[config.mk]
export PLATFORM = sky130hd
export DESIGN_NAME = przesuniecie_arytmetyczne
export DESIGN_NICKNAME = d
export VERILOG_FILES = /design/src/rtl/przesuniecie_pkg.sv /design/src/rtl/przesuniecie_core.sv /design/src/rtl/przesuniecie_arytmetyczne.sv
export SDC_FILE = /design/constraint.sdc
export NUM_CORES = 1
export LEC_CHECK = 0
export BUFFER_PORTS_ARGS = -buffer_cell sky130_fd_sc_hd__buf_2
export CAP_MARGIN = 20
export CORE_UTILIZATION = 40
export CTS_CLUSTER_DIAMETER = 200
export CTS_CLUSTER_SIZE = 12
export DETAILED_ROUTE_END_ITERATION = 8
export MAX_ROUTING_LAYER = met4
export PLACE_DENSITY_LB_ADDON = 0.25
export SYNTH_ARGS = -nofsm -noshare
export SYNTH_HDL_FRONTEND = slang
export SYNTH_SLANG_ARGS = --single-unit
export TNS_END_PERCENT = 30
[constraint.sdc]
create_clock -name i_clk -period 0.8 [get_ports i_clk]
set_input_delay 0.04 -clock i_clk [delete_from_list [all_inputs] [get_ports i_clk]]
set_output_delay 0.04 -clock i_clk [all_outputs]
set_load 0.01 [all_outputs]
[src/rtl/przesuniecie_pkg.sv]
// ============================================================================
// Module  : przesuniecie_pkg
// Brief   : Shared constants and core-to-register result type for the
//           arithmetic left-shift unit.
// Rev     : 1.0 - initial release
// ============================================================================
`default_nettype none

package przesuniecie_pkg;

    localparam int DEF_BITS = 32;
    localparam int SHAMT_W  = $clog2(DEF_BITS);

    // Result bundle is sized by DEF_BITS; retarget the width here.
    typedef struct packed {
        logic [DEF_BITS-1:0] result;
        logic                error;
        logic                overflow;
    } shift_res_t;

endpackage

`default_nettype wire

[src/rtl/przesuniecie_core.sv]
// ============================================================================
// Module  : przesuniecie_core
// Brief   : Combinational signed left shift with error/overflow flags and
//           optional saturation (enabled by PRZESUNIECIE_SAT_EN).
// Rev     : 1.0 - initial release
// ============================================================================
`default_nettype none

module przesuniecie_core
    import przesuniecie_pkg::*;
#(
    parameter int BITS = DEF_BITS
) (
    input  logic [BITS-1:0] arg_a_i,
    input  logic [BITS-1:0] arg_b_i,
    output shift_res_t      res_o
);

    localparam int C_SHAMT_W = (BITS > 1) ? $clog2(BITS) : 1;

    logic                 w_neg;
    logic                 w_big;
    logic [C_SHAMT_W-1:0] w_shamt;
    logic [BITS-1:0]      w_shl;
    logic [BITS-1:0]      w_back;

    assign w_neg   = arg_b_i[BITS-1];
    // Range check on the full shift amount, not just its low bits.
    assign w_big   = ({1'b0, arg_b_i} >= (BITS+1)'(BITS));
    assign w_shamt = arg_b_i[C_SHAMT_W-1:0];
    assign w_shl   = arg_a_i << w_shamt;
    assign w_back  = $signed(w_shl) >>> w_shamt;

    always_comb begin
        res_o = '0;
        if (w_neg) begin
            res_o.error = 1'b1;
        end else if (w_big) begin
            res_o.overflow = |arg_a_i;
        end else begin
            res_o.result   = w_shl;
            res_o.overflow = (w_back != arg_a_i);
        end
`ifdef PRZESUNIECIE_SAT_EN
        if (res_o.overflow) begin
            res_o.result = arg_a_i[BITS-1] ? {1'b1, {(BITS-1){1'b0}}}
                                           : {1'b0, {(BITS-1){1'b1}}};
        end
`endif
    end

endmodule

`default_nettype wire

[src/rtl/przesuniecie_arytmetyczne.sv]
// ============================================================================
// Module  : przesuniecie_arytmetyczne
// Brief   : Registered arithmetic left shift (latency 1), o_result = A <<< B.
//           Define PRZESUNIECIE_SAT_EN to saturate on overflow.
// Rev     : 1.0 - initial release
// ============================================================================
`default_nettype none

module przesuniecie_arytmetyczne
    import przesuniecie_pkg::*;
#(
    parameter int BITS = DEF_BITS
) (
    input  logic            i_clk,
    input  logic            i_rst_n,
    input  logic [BITS-1:0] i_arg_A,
    input  logic [BITS-1:0] i_arg_B,
    output logic [BITS-1:0] o_result,
    output logic            o_error,
    output logic            o_overflow
);

    shift_res_t res_d;
    shift_res_t res_q;

    przesuniecie_core #(
        .BITS    (BITS)
    ) u_core (
        .arg_a_i (i_arg_A),
        .arg_b_i (i_arg_B),
        .res_o   (res_d)
    );

    always_ff @(posedge i_clk or negedge i_rst_n) begin
        if (!i_rst_n) begin
            res_q <= '0;
        end else begin
            res_q <= res_d;
        end
    end

    assign o_result   = res_q.result;
    assign o_error    = res_q.error;
    assign o_overflow = res_q.overflow;

endmodule

`default_nettype wire

Yosys cells after proc, flatten, opt, wreduce, memory -nomap -nowiden
Cells that the tools add are included.
Cells by class
  order comparisons: 1
  equal/unequal tests: 1
  muxes and demuxes: 5
  reductions and logical operators: 1
  shift-type cells: 2
Operators with widths (count)
  32-bit two-way mux: 2
  32-bit by 6-bit >= comparator with 1-bit output, second input constant: 1
  32-bit inequality test: 1
  32-bit OR reduction: 1
  32-bit by 5-bit << shifter with 32-bit output: 1
  32-bit by 5-bit >>> shifter with 32-bit output: 1
  1-bit two-way mux: 3
Word-level totals
  word-level logic and storage cells: 13
  input bits: 66
  output and inout port bits: 34
  bits in registers: 34

Logic depth before layout (Yosys ltp)
  depth after elaboration: 5
  mapped depth: 18
  depth with buffers taken out: 11

Modules after synthesis
From an unflattened synthesis, not the netlist that was laid out.
Unflattened totals
  cells, all modules: 719
  area, all modules: 5989.5 µm²
Modules (own cells, without submodules)
  przesuniecie_core: times used 1, seq. area each 0.0 µm², cells an instance 685, area an instance 5138.7 µm²
  przesuniecie_arytmetyczne: times used 1, seq. area each 850.8 µm², cells an instance 34, area an instance 850.8 µm²

Worst setup path before layout
Ideal clock, no wire load.
  kind: input-to-reg
  start point: input port i_arg_B[0]
  end point: register res_q, in the netlist o_overflow
  data required time: 0.656 ns
  arrival: 3.380 ns
  path slack: -2.725 ns
  cell stages on the path: 14
  cells stage by stage: buf_2 > buf_2 > buf_4 > mux4_2 > a22oi_1 > o2111ai_1 > o32ai_1 > mux2_2 > o22ai_1 > mux4_2 > xor2_1 > a2111o_1 > nor4_2 > a41oi_1
RTL lines
  from (decl): RTL line przesuniecie_arytmetyczne.sv:17  | input logic [BITS-1:0] i_arg_B,
  to (signal assigned): RTL line przesuniecie_arytmetyczne.sv:38  | res_q <= res_d;
  to (decl): RTL line przesuniecie_arytmetyczne.sv:24  | shift_res_t res_q;

==> results.ini <==
[yosys]
synth_most_common_cell = nand2_1
synth.avg_cell_area_sq_um = 7.78
synth_nets = 852
yosys_warnings = 0
syn_area_sq_um = 6110
syn_inst = 786
synth-simple-area-share = 0.248
yosysTopAreaCell = dfrtp_1
ys_ff_latch = 34
synth-compound-area-share = 0.299
yosys-top-cells-area = dfrtp_1 (14%), mux4_2 (9.2%), mux2i_1 (8.2%)
synthAdderAreaFrac = 0
ys.flop_type = dfrtp_1
synth_top_area_share = 0.139
yosys-top-cells-count = nand2_1 (68), nor2_1 (64), clkbuf_1 (62)
synth_edf_count = 0
synthArstFlopShare = 1.00
seq_area_frac_synth = 0.139
synth_top_family_by_area = compound AO/OA/AOI/OAI gates
ys_types = 82
synthXorXnorAreaFrac = 0.0215
synthMuxAreaShare = 0.221

[pwr]
leakagePower_nw = 4.95
power_density_nw_per_um2 = 1090
vdd_ir_drop_max_mv = 0.880
finalPower_w = 0.0119

[sta]
worstMarginPinSlew_ns = 0.525
relSlewSlack = 0.641
rsz0062_at_grt = yes
hold_viol_final = 0
fin_crit_ns = 3.22
finalWorstSetupSlack_ns = -2.42
period_share = 4.02
max_freq_mhz = 311
setup_viol = 46
report.final.slew_viol_count = 0

[placed_design]
place.gp.congestion = 1.13
place_ws_ns = -2.95
dpl.hpwl_um = 29100
port-buffer-count = 99

[floorplan]
die-area_sq_um = 15800
core_area_sq_um = 14700
row_count = 44
initial_core_util = 0.416
dieHeight_um = 126
die_w_um = 126
io_pins = 100

[cts]
cts_buffers = 5
cts.path.max_buffers = 2
cts.sink_count = 34
cts_root_buf = clkbuf_16
clkTransAtPathRegs_ns = 0.05
cts_tree = done
h-tree-depth = 2

[outcome]
violations = design-rule violations, negative setup slack
outcome = finished with violations

[grt]
grt.overflow.total = 0
grt_pass1_vias = 9025
track_usage = 0.482
grt_start_max_net_pins = 35
grt_pass1_wl_um = 55200
grt_antenna_before_repair = 0

[critical_path]
cp-end-kind = flip-flop
crit_path_start_kind = input pin
critPathRequiredTime_ns = 0.93
crit_type = in2reg
cp.arrival_ns = 3.35
worstPathMaxFanout = 8

[cells_and_area]
fin_nets = 1256
drive_gt1_frac = 0.569
diodes = 0
syn2layout_area_growth_pct = 78.2
utilization = 0.741
fillers = 1138

[route]
ant_nets = 0
wire_per_inst_um = 27.4
drt_iter0_markers = 1393
avgViaCountPerCell = 6.78
vias = 9329
drc = 10
firstDrtPassIters = 7
wl_um = 37700

[hold_path]
min-delay-start = i_arg_B[31]
hp-class = in2reg
holdPathStages = 2
hold_path_end = o_error

[flow_run]
drv_cap = 0

area by class of cell:
type	instances	area [sq um]	share of cell area
multi-input combinational	653	5690	0.522
timing repair buffer	490	3940	0.361
sequential	34	851	0.0781
tap	184	230	0.0211
clock buffer	5	125	0.0115
clock inverter	3	40.0	0.00368
inverter	6	22.5	0.00207
worst max-delay path, stage by stage:
cell and delay [ns]:
buf_2 0.09, buf_4 0.18, mux2i_1 0.13, mux4_2 0.59, o22ai_2 0.31, o32ai_2 0.16, buf_4 0.16, or2_2 0.29
a32o_1 0.29, o311ai_0 0.29, o41ai_1 0.14, a2111o_1 0.37, nor4_2 0.13, a41oi_1 0.15
worst max-delay path by stage:
stage	start	endpoint	slack, ns	cells after the start
3_5_place_dp	i_arg_B[1]	o_overflow	-2.95	15
4_1_cts	i_arg_B[1]	o_overflow	-2.34	13
3_3_place_gp	i_arg_B[1]	o_overflow	-2.97	15
5_1_grt	i_arg_B[0]	o_overflow	-2.53	14
6_report	i_arg_A[18]	o_overflow	-2.42	14
2_1_floorplan	i_arg_B[1]	o_overflow	-2.57	14
kinds of logic (layout without fill, tap and decap cells):
family | count (synthesis) | count (layout)
and+or+nand+nor | 293 | 293
AOI/OAI and AO/OA | 245 | 245
DFF | 34 | 34
muxes | 100 | 100
buffers and inverters | 99 | 504
xor gates and xnor gates | 15 | 15
placed cells by master, fill, tap and decap left out, types with 8 or more instances in the layout:
master	n
a211oi_1	11
a21oi_1	23
a22o_1	8
a22oi_1	15
a22oi_2	10
a31oi_1	12
and3_1	13
buf_12	8
buf_2	83
buf_4	320
buf_6	71
dfrtp_1	34
mux2_2	9
mux2_4	16
mux2i_1	43
mux4_2	25
nand2_1	66
nand2b_1	10
nand3_1	19
nor2_1	43
nor2_2	13
nor2_4	8
nor2b_1	10
nor3_1	13
nor4_1	18
nor4_2	8
o211ai_1	15
o21ai_0	25
xnor2_1	10
per-layer routing:
layer | global-route usage | vias to the layer above | wire [um]
li1 | - | 3906 | -
met1 | 0.611 | 4384 | 13900
met2 | 0.701 | 811 | 15800
met3 | 0.0769 | 228 | 4900
met4 | 0.337 | 0 | 3140
met5 | - | - | 0
state kept, by name (all words and copies together) (netlist names):
signal	flops
o_error	1
o_result	32
o_overflow	1
stage by stage:
| step | cells | area [sq um] | hold slack, ns | setup TNS [ns] |
|---|---|---|---|---|
| floorplan | 786 | 6350 | -0.256 | -30.14 |
| global route | 1375 | 10900 | 0.0418 | -27.28 |
| CTS | 1366 | 10400 | 0.0265 | -24.65 |
| detailed placement | 1319 | 9100 | 0.00996 | -41.66 |
| global placement | 1319 | 9100 | 0.00654 | -41.24 |
| finish | 1375 | 10900 | 0.0346 | -25.65 |
where the power goes:
part           internal, W  switching [W]  leakage (nW)
logic              0.00387        0.00413          4.39
registers          0.00173     0.00000116         0.471
clock network      0.00145       0.000677        0.0836
timing repair:
action | in CTS | in global routing
gates cloned | 3 | 0
hold buffers | 1 | 0
hold endpoints to repair | 34 | 0
gates resized for setup | 183 | 103
pin swaps | 23 | 26
setup buffers | 37 | 25
endpoints found under the setup margin | 58 | 67
(Power assumes the default switching activity.)
